### src/rtl/icap_cmd_seq.sv
// ICAP command sequencer: wraps one configuration register read or write in
// dummy/sync/header/NOOP framing and a trailing desync.
module icap_cmd_seq #(
    parameter int          DATA_W   = 16,
    parameter logic [5:0]  CMD_ADDR = 6'h05,
    parameter int          NOOP_CNT = 2,
    parameter int          BIT_SWAP = 1,
    parameter int          TIMEOUT  = 255
) (
    input  logic              CLK,
    input  logic              RST_B,
    input  logic              REQ,
    input  logic              REQ_RD,
    input  logic [5:0]        REQ_ADDR,
    input  logic [DATA_W-1:0] REQ_WDATA,
    output logic              ACK,
    output logic              ERR,
    output logic [DATA_W-1:0] RDATA,
    output logic              SEQ_BUSY,
    output logic              ICAP_CE,
    output logic              ICAP_WRITE,
    output logic [DATA_W-1:0] ICAP_I,
    input  logic [DATA_W-1:0] ICAP_O,
    input  logic              ICAP_BUSY
);

    typedef enum logic [3:0] {
        S_IDLE, S_DUMMY, S_SYNC, S_HDR, S_WDATA, S_NOOP, S_RD_TURN,
        S_RD_CAP, S_RD_BACK, S_RD_REST, S_DSH, S_DSD, S_DONE
    } state_t;

    localparam logic [15:0] NOOP_LAST = 16'(NOOP_CNT - 1);
    localparam logic [15:0] TO_LAST   = 16'(TIMEOUT - 1);

    state_t              state_q, state_d;
    logic [15:0]         cnt_q, cnt_d;
    logic                rd_q, rd_d;
    logic [5:0]          addr_q, addr_d;
    logic [DATA_W-1:0]   wdata_q, wdata_d;
    logic                errflag_q, errflag_d;
    logic [DATA_W-1:0]   rdata_q, rdata_d;
    logic                ce_q, ce_d;
    logic                wr_q, wr_d;
    logic [DATA_W-1:0]   icap_i_q, icap_i_d;
    logic                ack_q, ack_d;
    logic                err_q, err_d;
    logic                busy_q, busy_d;
    logic [DATA_W-1:0]   word;

    function automatic logic [DATA_W-1:0] byte_rev(input logic [DATA_W-1:0] w);
        logic [DATA_W-1:0] r;
        r = '0;
        for (int unsigned b = 0; b < DATA_W / 8; b++) begin
            for (int unsigned k = 0; k < 8; k++) begin
                r[8*b+k] = w[8*b+7-k];
            end
        end
        return r;
    endfunction

    // Type-1 packet header for a single-word access; the 16-bit form sits in the low half.
    function automatic logic [31:0] hdr_word(input logic [1:0] op, input logic [5:0] addr);
        if (DATA_W == 32) return {3'b001, op, 8'h00, addr, 2'b00, 11'd1};
        else              return {16'h0000, 3'b001, op, addr, 5'd1};
    endfunction

    always_comb begin
        state_d   = state_q;
        rd_d      = rd_q;
        addr_d    = addr_q;
        wdata_d   = wdata_q;
        errflag_d = errflag_q;
        rdata_d   = rdata_q;
        case (state_q)
            S_IDLE: if (REQ) begin
                state_d = S_DUMMY;
                rd_d    = REQ_RD;
                addr_d  = REQ_ADDR;
                wdata_d = REQ_WDATA;
            end
            S_DUMMY:   state_d = S_SYNC;
            S_SYNC:    if (DATA_W == 32 || cnt_q == 16'd1) state_d = S_HDR;
            S_HDR:     state_d = rd_q ? S_NOOP : S_WDATA;
            S_WDATA:   state_d = S_NOOP;
            S_NOOP:    if (cnt_q == NOOP_LAST) state_d = rd_q ? S_RD_TURN : S_DSH;
            S_RD_TURN: state_d = S_RD_CAP;
            S_RD_CAP: begin
                if (!ICAP_BUSY) begin
                    rdata_d = (BIT_SWAP != 0) ? byte_rev(ICAP_O) : ICAP_O;
                    state_d = S_RD_BACK;
                end else if (cnt_q == TO_LAST) begin
                    errflag_d = 1'b1;
                    state_d   = S_RD_BACK;
                end
            end
            S_RD_BACK: state_d = S_RD_REST;
            S_RD_REST: state_d = S_DSH;
            S_DSH:     state_d = S_DSD;
            S_DSD:     state_d = S_DONE;
            S_DONE: begin
                errflag_d = 1'b0;
                state_d   = S_IDLE;
            end
            default:   state_d = S_IDLE;
        endcase
        cnt_d = (state_d != state_q) ? '0 : cnt_q + 16'd1;
    end

    // Outputs are decoded from the next state so the registered pins line up with state_q.
    always_comb begin
        ce_d   = 1'b1;
        wr_d   = 1'b0;
        word   = '0;
        ack_d  = 1'b0;
        err_d  = 1'b0;
        busy_d = (state_d != S_IDLE);
        case (state_d)
            S_DUMMY: begin
                ce_d = 1'b0;
                word = '1;
            end
            S_SYNC: begin
                ce_d = 1'b0;
                if (DATA_W == 32)          word = DATA_W'(32'hAA995566);
                else if (cnt_d == 16'd0)   word = DATA_W'(32'h0000AA99);
                else                       word = DATA_W'(32'h00005566);
            end
            S_HDR: begin
                ce_d = 1'b0;
                word = DATA_W'(hdr_word(rd_q ? 2'b01 : 2'b10, addr_q));
            end
            S_WDATA: begin
                ce_d = 1'b0;
                word = wdata_q;
            end
            S_NOOP: begin
                ce_d = 1'b0;
                word = (DATA_W == 32) ? DATA_W'(32'h20000000) : DATA_W'(32'h00002000);
            end
            S_RD_TURN: wr_d = 1'b1;
            S_RD_CAP: begin
                ce_d = 1'b0;
                wr_d = 1'b1;
            end
            S_RD_BACK: wr_d = 1'b1;
            S_DSH: begin
                ce_d = 1'b0;
                word = DATA_W'(hdr_word(2'b10, CMD_ADDR));
            end
            S_DSD: begin
                ce_d = 1'b0;
                word = DATA_W'(32'h0000000D);
            end
            S_DONE: begin
                ack_d = 1'b1;
                err_d = errflag_q;
            end
            default: ;
        endcase
        icap_i_d = (BIT_SWAP != 0) ? byte_rev(word) : word;
    end

    always_ff @(posedge CLK or negedge RST_B) begin
        if (!RST_B) begin
            state_q   <= S_IDLE;
            cnt_q     <= '0;
            rd_q      <= 1'b0;
            addr_q    <= '0;
            wdata_q   <= '0;
            errflag_q <= 1'b0;
            rdata_q   <= '0;
            ce_q      <= 1'b1;
            wr_q      <= 1'b0;
            icap_i_q  <= '0;
            ack_q     <= 1'b0;
            err_q     <= 1'b0;
            busy_q    <= 1'b0;
        end else begin
            state_q   <= state_d;
            cnt_q     <= cnt_d;
            rd_q      <= rd_d;
            addr_q    <= addr_d;
            wdata_q   <= wdata_d;
            errflag_q <= errflag_d;
            rdata_q   <= rdata_d;
            ce_q      <= ce_d;
            wr_q      <= wr_d;
            icap_i_q  <= icap_i_d;
            ack_q     <= ack_d;
            err_q     <= err_d;
            busy_q    <= busy_d;
        end
    end

    assign ACK        = ack_q;
    assign ERR        = err_q;
    assign RDATA      = rdata_q;
    assign SEQ_BUSY   = busy_q;
    assign ICAP_CE    = ce_q;
    assign ICAP_WRITE = wr_q;
    assign ICAP_I     = icap_i_q;

endmodule

### config.mk
export PLATFORM = sky130hd
export DESIGN_NAME = icap_cmd_seq
export DESIGN_NICKNAME = d
export VERILOG_FILES = /design/src/rtl/icap_cmd_seq.sv
export SDC_FILE = /design/constraint.sdc
export NUM_CORES = 1
export LEC_CHECK = 0
export CORE_MARGIN = 4
export CORE_UTILIZATION = 55
export DETAILED_ROUTE_END_ITERATION = 10
export PLACE_DENSITY = 0.82
export SKIP_CTS_REPAIR_TIMING = 1
export SLEW_MARGIN = 30
export SYNTH_ARGS = -nofsm -noshare
export SYNTH_HDL_FRONTEND = slang
export SYNTH_SLANG_ARGS = --single-unit
### constraint.sdc
create_clock -name CLK -period 6.17 [get_ports CLK]
set_input_delay 0.9255 -clock CLK [delete_from_list [all_inputs] [get_ports CLK]]
set_output_delay 0.9255 -clock CLK [all_outputs]
set_load 0.05 [all_outputs]
==> impl_metrics.toml, run 1 <==
[synthesis]
netlist.area_leader.share_pct = 52.7
async_reset_ff_share_pct = 100
synth_seq_area_share_pct = 53.4
syn-instance-count = 324
synth-edff-count = 0
synth_seq_cells = 81
synth_ff_type = "dfrtp_1"
yosys_warnings = 0
synth.distinct_cells = 57
synth_area_sq_mm = 0.00380
synth_area_leaders = "dfrtp_1, mux2_2, nor2_1, xnor2_1, nand2_1"
avgSynthCellArea_sq_um = 11.7
yosys.area.top_type = "dfrtp_1"
syn_nets = 370

[clocking]
cts-buffers-inserted = 9
h-tree-depth = 3
cts_num_sinks = 81
clk_latency_ns = 0.36
cts_tree = "yes"
cts_max_path_buffers = 2
path_clk_slew_ns = 0.08
cts-root-buf = "clkbuf_8"

[floorplan]
core_region_area_sq_mm = 0.00676
fp.dieArea_sq_mm = 0.00830
start_util_pct = 56.2
die_x_microns = 91.1
io_pins = 80
rows = 30
dieHeight_microns = 91.1

[detailed_routing]
drt_first_pass_iters = 4
route.detailed.drc = 0
met1_length_mm = 3.41
drtAntennaViolNets = 0
highest_layer = "met4"
wl_per_cell_microns = 17.2
vias = 2758
routed-wl-met2_mm = 4.29
met3_wirelength_microns = 375
vias_per_cell = 5.76
drt_wl_total_mm = 8.22
drtIter0Drc = 259

[power]
p_leak_nw = 2.09
pwr_density_cell_mw_per_mm2 = 501
ir_drop_mv = 0.302

[critical_path]
end_kind = "register"
worstSetupPathType = "in -> reg"
cp_data_arrival_time_ns = 3.30
required_ns = 6.40
cp-startpoint = "REQ"
worstSetupStartpointType = "input pin"
rr_startpoint = "cnt_q[0]"
cp_max_fo = 18

[cells_and_area]
fillers = 460
multi_input_area_sq_mm = 0.00167
layout-drive-gt1-share_pct = 17.5
utilization_pct = 71.5
seqCellArea_sq_mm = 0.00203
syn2layout_area_growth_pct = 27.2
layout.nets = 441
diodes = 0

[sta]
setup-violations-final = 0
slew_violations = 0
rsz0062_at_grt = "false"
slew_headroom_pct = 50.7
tightest_slew_ns = 0.739
max_freq_mhz = 327
setup_tns_ns = 0
hold_viol = 0
fin_skew_ns = 0.0124
layout_min_cycle_time_ns = 3.06
post-route-period-util_pct = 49.6

[global_route]
grt_pass1_wl_mm = 13.8
grt_use_total_pct = 20.9
antenna_found_initial = 0
grt_overflow = 0
grt_max_degree = 82
first_global_vias = 2739

[worst_hold_path]
hold_class = "reg -> reg"
min_from = "wdata_q[4]"

[flow_run]
max-cap-violations = 0

[outcome]
status = "complete, no violations"

[place]
io_buffers = 79
dp_hpwl_mm = 5.72
globalplace.congestion = 0.880
final cells by class:
class	instances	share of cell area, %
multi-input cells	219	34.6
clock buffers	9	2.56
well taps	80	2.07
clock inverters	6	1.89
flip-flops and latches	81	42.0
repair buffers	80	16.6
inverters	4	0.311
layout by cell type (no fill, tap or decap), types with 2 or more instances in the layout:
| cell | synthesis | layout |
|---|---|---|
| a211oi_2 | 2 | 2 |
| mux2_2 | 39 | 39 |
| clkbuf_8 | 0 | 9 |
| xor2_1 | 8 | 8 |
| clkinv_4 | 0 | 2 |
| bufinv_16 | 0 | 2 |
| or3_1 | 3 | 3 |
| o21ai_0 | 4 | 4 |
| nand3_1 | 12 | 12 |
| o21a_1 | 2 | 2 |
| mux2i_1 | 4 | 4 |
| clkdlybuf4s50_1 | 0 | 78 |
| nor3_1 | 8 | 7 |
| a221oi_1 | 2 | 2 |
| and2_1 | 2 | 2 |
| and4b_1 | 2 | 2 |
| a211o_1 | 2 | 2 |
| a221o_1 | 3 | 3 |
| and3_1 | 5 | 5 |
| dfrtp_1 | 80 | 80 |
| a31oi_1 | 3 | 3 |
| a21oi_1 | 6 | 6 |
| nand2b_1 | 4 | 4 |
| nand4_1 | 7 | 7 |
| inv_1 | 4 | 4 |
| nand2_1 | 19 | 19 |
| o32a_1 | 2 | 2 |
| a22oi_1 | 2 | 2 |
| and4_1 | 4 | 4 |
| nor3b_1 | 4 | 4 |
| ha_1 | 3 | 3 |
| a22o_1 | 2 | 2 |
| nor2_1 | 30 | 29 |
| xnor2_1 | 9 | 9 |
| nor2b_1 | 3 | 3 |
| nor4_4 | 2 | 2 |
| nor4_1 | 2 | 2 |
| a21o_1 | 2 | 2 |
cell usage after synthesis (4+ instances only):
| cell type | count |
|---|---|
| nor3_1 | 8 |
| nand3_1 | 12 |
| clkbuf_1 | 9 |
| nand2b_1 | 4 |
| nor2_1 | 30 |
| a21oi_1 | 6 |
| nand4_1 | 7 |
| buf_2 | 7 |
| inv_1 | 4 |
| dfrtp_1 | 80 |
| mux2i_1 | 4 |
| and3_1 | 5 |
| o21ai_0 | 4 |
| mux2_2 | 39 |
| and4_1 | 4 |
| xnor2_1 | 9 |
| nor3b_1 | 4 |
| xor2_1 | 8 |
| nand2_1 | 19 |
path summary, 6_finish.rpt:
kind | end | slack, ns | cells after the start
min | ICAP_I[3] | 0.49 | 2
min in group asynchronous | RDATA[4] | 0.58 | 1
min reg2reg | ICAP_I[3] | 0.49 | 2
max reg2reg | ICAP_I[11] | 3.22 | 8
max | ICAP_I[11] | 3.11 | 8
max in group asynchronous | cnt_q[3] | 5.09 | 1
power by group:
group | total [W] | switching [W] | internal, W | leakage (nW)
sequential | 0.000865 | 0.000135 | 0.000729 | 1.03
clock | 0.000421 | 0.000193 | 0.000228 | 0.110
combinational | 0.00114 | 0.000674 | 0.000463 | 0.952
through the flow:
stage          cells  hold slack (ns)  instance area (sq um)  setup slack (ns)  power (W)
2_1_floorplan    324            0.444                   3800              3.65    0.00165
3_3_place_gp     464            0.465                   4600              2.55    0.00197
3_5_place_dp     464            0.476                   4610              2.77    0.00200
4_1_cts          479            0.489                   4830              3.14    0.00243
5_1_grt          479            0.510                   4830              2.97    0.00256
6_report         479            0.489                   4830              3.11    0.00242
flip-flops by register name (all words and copies together) (netlist names):
| name | count |
|---|---|
| ACK | 1 |
| ERR | 1 |
| ICAP_CE | 1 |
| ICAP_I | 16 |
| ICAP_WRITE | 1 |
| RDATA | 16 |
| SEQ_BUSY | 1 |
| addr_q | 6 |
| cnt_q | 16 |
| errflag_q | 1 |
| rd_q | 1 |
| state_q | 4 |
| wdata_q | 16 |
logic make-up after synthesis:
| kind of cell | synth area share (%) |
|---|---|
| mux | 12.6 |
| xor+xnor | 3.92 |
| fa+ha+maj | 0.989 |
| buf+inv | 2.90 |
| simple gates | 17.7 |
| flops | 53.4 |
| compound gates | 8.44 |
routing by layer:
metal	up-vias	global-route usage, %
met5	-	0
met4	0	7.66
met3	16	5.22
met2	82	34.6
met1	1351	26.6
li1	1309	-
critical path, stage by stage:
cell	delay [ns]
clkdlybuf4s50_1	0.49
nor2b_1	0.27
or3_1	0.15
a221oi_1	0.08
nor2_2	0.59
a211oi_2	0.09
nand2b_2	0.28
a2111o_1	0.41
Note: power is estimated with default switching activity, not from simulation.
==> run 2, diff against run 1 <==
--- a/config.mk
+++ b/config.mk
@@ -6,9 +6,9 @@
 export NUM_CORES = 1
 export LEC_CHECK = 0
 export CORE_MARGIN = 4
-export CORE_UTILIZATION = 55
+export CORE_UTILIZATION = 51
 export DETAILED_ROUTE_END_ITERATION = 10
-export PLACE_DENSITY = 0.82
+export PLACE_DENSITY = 0.77
 export SKIP_CTS_REPAIR_TIMING = 1
 export SLEW_MARGIN = 30
 export SYNTH_ARGS = -nofsm -noshare
==> constraint.sdc (replaced) <==
create_clock -name CLK -period 2.9 [get_ports CLK]
set_input_delay 0.435 -clock CLK [delete_from_list [all_inputs] [get_ports CLK]]
set_output_delay 0.435 -clock CLK [all_outputs]
set_load 0.05 [all_outputs]
==> impl_metrics.toml, run 2 (synthesis gave the netlist of run 1 again) <==
[power]
pwr_density_cell_mw_per_mm2 = 1030
swShare_pct = 42.1
p_leak_nw = 2.12
p_clk_share_pct = 15.1
internal_power_w = 0.00292
ir_drop_mv = 0.547
power_frac_seq_pct = 35.9
power.switching_w = 0.00213
pwr-share-comb_pct = 49.0

[detailed_routing]
drtIter0Drc = 268
vias_per_cell = 5.47
route.detailed.drc = 0
drtAntennaViolNets = 0
vias = 2791
wl_per_cell_microns = 15.8
drt_wl_total_mm = 8.08
drt_first_pass_iters = 4

[sta]
slew_headroom_pct = 53.7
setup-violations-final = 0
tightest_slew_ns = 0.695
layout_min_cycle_time_ns = 2.70
post-route-period-util_pct = 93.2
rsz0062_at_grt = "false"
fin_skew_ns = 0.0119
max_freq_mhz = 370
setup_tns_ns = 0
slew_violations = 0
hold_viol = 0

[cells_and_area]
multi_input_area_sq_mm = 0.00166
layout-drive-gt1-share_pct = 19.7
utilization_pct = 67.5
fillers = 544
final_common_cell = "dfrtp_1"
fin_cells = 510
seqCellArea_sq_mm = 0.00203
layout.nets = 452
syn2layout_area_growth_pct = 29.0
most-common-layout-cells = "dfrtp_1, clkdlybuf4s50_1, mux2_2"
diodes = 0

[global_route]
grt_use_total_pct = 19.3
antenna_found_initial = 0
first_global_vias = 2654
grt_overflow = 0
grt_pass1_wl_mm = 13.2
grt_max_degree = 82

[floorplan]
dieHeight_microns = 94.3
core_region_area_sq_mm = 0.00725
start_util_pct = 52.4
fp.dieArea_sq_mm = 0.00889
io_pins = 80
die_x_microns = 94.3
rows = 31

[place]
dp_cells = 494
io_buffers = 79
globalplace.congestion = 0.961
dp_hpwl_mm = 5.90

[clocking]
clk_latency_ns = 0.36
h-tree-depth = 3
cts_tree = "yes"
path_clk_slew_ns = 0.08
cts_num_sinks = 81
cts-root-buf = "clkbuf_8"
cts-buffers-inserted = 9
cts_max_path_buffers = 2

[outcome]
status = "complete, no violations"

[critical_path]
end_kind = "register"
required_ns = 3.14
worstSetupPathType = "reg -> reg"
cp_data_arrival_time_ns = 2.94
worstSetupStartpointType = "register"
cp_max_fo = 10

[flow_run]
max-cap-violations = 0

[worst_hold_path]
hold_class = "in -> async"
run 2: cell types whose count changed in the layout (fill, tap and decap cells not counted), sizes merged:
cell and delta:
clkinvlp +2, clkinv -2, bufinv -2, clkbuf +1
inv +2, buf +11
run 2: per-layer routing:
| layer | routed length [microns] | track usage, % | part of all wire, % |
|---|---|---|---|
| met2 | 3830 | 29.1 | 47 |
| met5 | 0 | 0 | 0 |
| met3 | 561 | 3.93 | 6.9 |
| met4 | 106 | 8.42 | 1.3 |
| met1 | 3580 | 27.0 | 44 |
run 2: layout make-up:
cell class,count,share of cell area (%)
Sequential cell,81,41.4
Inverter,4,0.307
Tap cell,99,2.53
Multi-Input combinational cell,219,34.0
Timing Repair Buffer,91,18.0
Clock inverter,6,0.945
Clock buffer,10,2.81
run 2: worst max-delay path, cell delays in order, from the launching register on:
cell,delay (ns)
dfrtp_1,0.52
ha_1,0.28
nand3_1,0.19
nor4_2,0.45
mux2i_1,0.16
a211oi_2,0.23
a211oi_2,0.12
nand2b_2,0.25
a2111o_1,0.39
run 2: power by group through the flow:
stage               Clock [W]  Sequential (W)  Combinational (W)
floorplan                   0         0.00246            0.00104
finish               0.000760         0.00181            0.00247
CTS                  0.000783         0.00181            0.00248
global route         0.000841         0.00187            0.00264
global placement            0         0.00182            0.00243
detailed placement          0         0.00183            0.00248
run 2: stage by stage:
stage               area [sq um]  setup slack [ns]  total power, W  hold slack [ns]
floorplan                   3800             0.475         0.00350            0.139
global placement            4710             0.267         0.00425            0.468
detailed placement          4710             0.228         0.00431            0.470
CTS                         4890             0.207         0.00508            0.262
global route                4900            0.0403         0.00536            0.153
finish                      4900             0.198         0.00505            0.107
run 2: path summary, 6_finish.rpt:
check,start,endpoint,slack (ns),cells after the start
min,RST_B,RDATA[9],0.11,1
max reg2reg,cnt_q[0],ICAP_I[11],0.20,8
max,cnt_q[0],ICAP_I[11],0.20,8
min in group CLK,errflag_q,ERR,0.49,1
max in group asynchronous,RST_B,wdata_q[2],2.33,1
min reg2reg,errflag_q,ERR,0.49,1
==> run 3, diff against run 2 <==
--- a/config.mk
+++ b/config.mk
@@ -8,6 +8,7 @@
 export CORE_MARGIN = 4
 export CORE_UTILIZATION = 51
 export DETAILED_ROUTE_END_ITERATION = 10
+export GPL_TIMING_DRIVEN = 0
 export PLACE_DENSITY = 0.77
 export SKIP_CTS_REPAIR_TIMING = 1
 export SLEW_MARGIN = 30
==> impl_metrics.toml, run 3 (synthesis gave the netlist of run 1 again) <==
[detailed_routing]
drtAntennaViolNets = 0
drtIter0Drc = 110
met1_length_mm = 3.76
routed-wl-met2_mm = 4.10
route.detailed.drc = 0
highest_layer = "met4"
wl_per_cell_microns = 16.4
drt_wl_total_mm = 8.51
met3_wirelength_microns = 522
drt_first_pass_iters = 4
vias = 2867
vias_per_cell = 5.52

[clocking]
clk_latency_ns = 0.36
cts_max_path_buffers = 2
cts_tree = "yes"
cts-root-buf = "clkbuf_8"
cts_num_sinks = 81
path_clk_slew_ns = 0.09
cts-buffers-inserted = 9
h-tree-depth = 3

[place]
io_buffers = 79
globalplace.congestion = 0.925
dp_cells = 503
dp_hpwl_mm = 6.02

[critical_path]
worstSetupPathType = "reg -> reg"
cp_data_arrival_time_ns = 2.99
cp_max_fo = 8
worstSetupStartpointType = "register"
end_kind = "register"
required_ns = 3.14

[sta]
max_freq_mhz = 364
setup-violations-final = 0
slew_headroom_pct = 56.4
fin_skew_ns = 0.0136
layout_min_cycle_time_ns = 2.75
slew_violations = 0
post-route-period-util_pct = 94.7
hold_viol = 0
setup_tns_ns = 0
tightest_slew_ns = 0.654

[global_route]
grt_max_degree = 44
grt_use_total_pct = 19.9
grt_overflow = 0
grt_pass1_wl_mm = 13.8
antenna_found_initial = 0
first_global_vias = 2796

[worst_hold_path]
hold_class = "reg -> reg"

[floorplan]
rows = 31
io_pins = 80
core_region_area_sq_mm = 0.00725
fp.dieArea_sq_mm = 0.00889
dieHeight_microns = 94.3
die_x_microns = 94.3
start_util_pct = 52.4

[power]
ir_drop_mv = 0.608
p_total_w = 0.00521
pwr_density_cell_mw_per_mm2 = 1040
p_leak_nw = 2.19

[cells_and_area]
fin_cells = 519
syn2layout_area_growth_pct = 31.6
final_common_cell = "dfrtp_1"
diodes = 0
layout-drive-gt1-share_pct = 19.8
layout.nets = 462
most-common-layout-cells = "dfrtp_1, clkdlybuf4s50_1, mux2_2"

[flow_run]
max-cap-violations = 0

[outcome]
status = "complete, no violations"
==> run 3: worst paths after layout <==
kind / from / end / slack, ns / cells past startpoint
max: cnt_q[1] / ICAP_I[11] / 0.15 / 8
min: wdata_q[14] / ICAP_I[9] / 0.48 / 1
max reg2reg: cnt_q[1] / ICAP_I[11] / 0.15 / 8
min reg2reg: wdata_q[14] / ICAP_I[9] / 0.48 / 1
max in group asynchronous: RST_B / cnt_q[0] / 1.79 / 3
min in group asynchronous: RST_B / RDATA[3] / 0.56 / 2
==> run 3: power by group <==
group | total, W | switching, W | leakage, nW | internal [W]
Combinational | 0.00254 | 0.00152 | 1.05 | 0.00102
Sequential | 0.00177 | 0.000217 | 1.03 | 0.00155
Clock | 0.000902 | 0.000418 | 0.110 | 0.000485
==> run 3: critical path, stage by stage, from the launching register on <==
cell      delay, ns
dfrtp_1        0.50
ha_1           0.30
nand3_2        0.24
nor3_4         0.30
nand4_1        0.14
a211oi_2       0.35
a211oi_2       0.13
nand2b_2       0.27
a2111o_1       0.42
==> run 3: cell type report <==
type	instances	area, sq um
buffer	20	95.1
multi-input combinational	219	1700
clock buffer	9	124
clock inverter	6	91.3
timing repair buffer	81	822
inverter	4	15.0
sequential	81	2030
tap	99	124
fill	559	2260
==> run 3: per-layer routing <==
layer  global-route usage (%)  vias to the layer above
met5                        0                        -
met4                     6.86                        0
met3                     4.25                       13
met2                     32.6                       90
met1                     26.2                     1415
li1                         -                     1349
==> run 3: stage by stage <==
step | hold slack, ns | util (%) | setup WS, ns | cell area (sq um)
2_1_floorplan | 0.139 | - | 0.475 | 3800
3_5_place_dp | 0.375 | 65.3 | -0.0356 | 4730
3_3_place_gp | 0.458 | 65.0 | -1.37 | 4710
6_report | 0.482 | 68.9 | 0.154 | 5000
4_1_cts | -0.0112 | 68.2 | 0.0178 | 4950
5_1_grt | 0.503 | 68.9 | -0.00557 | 5000
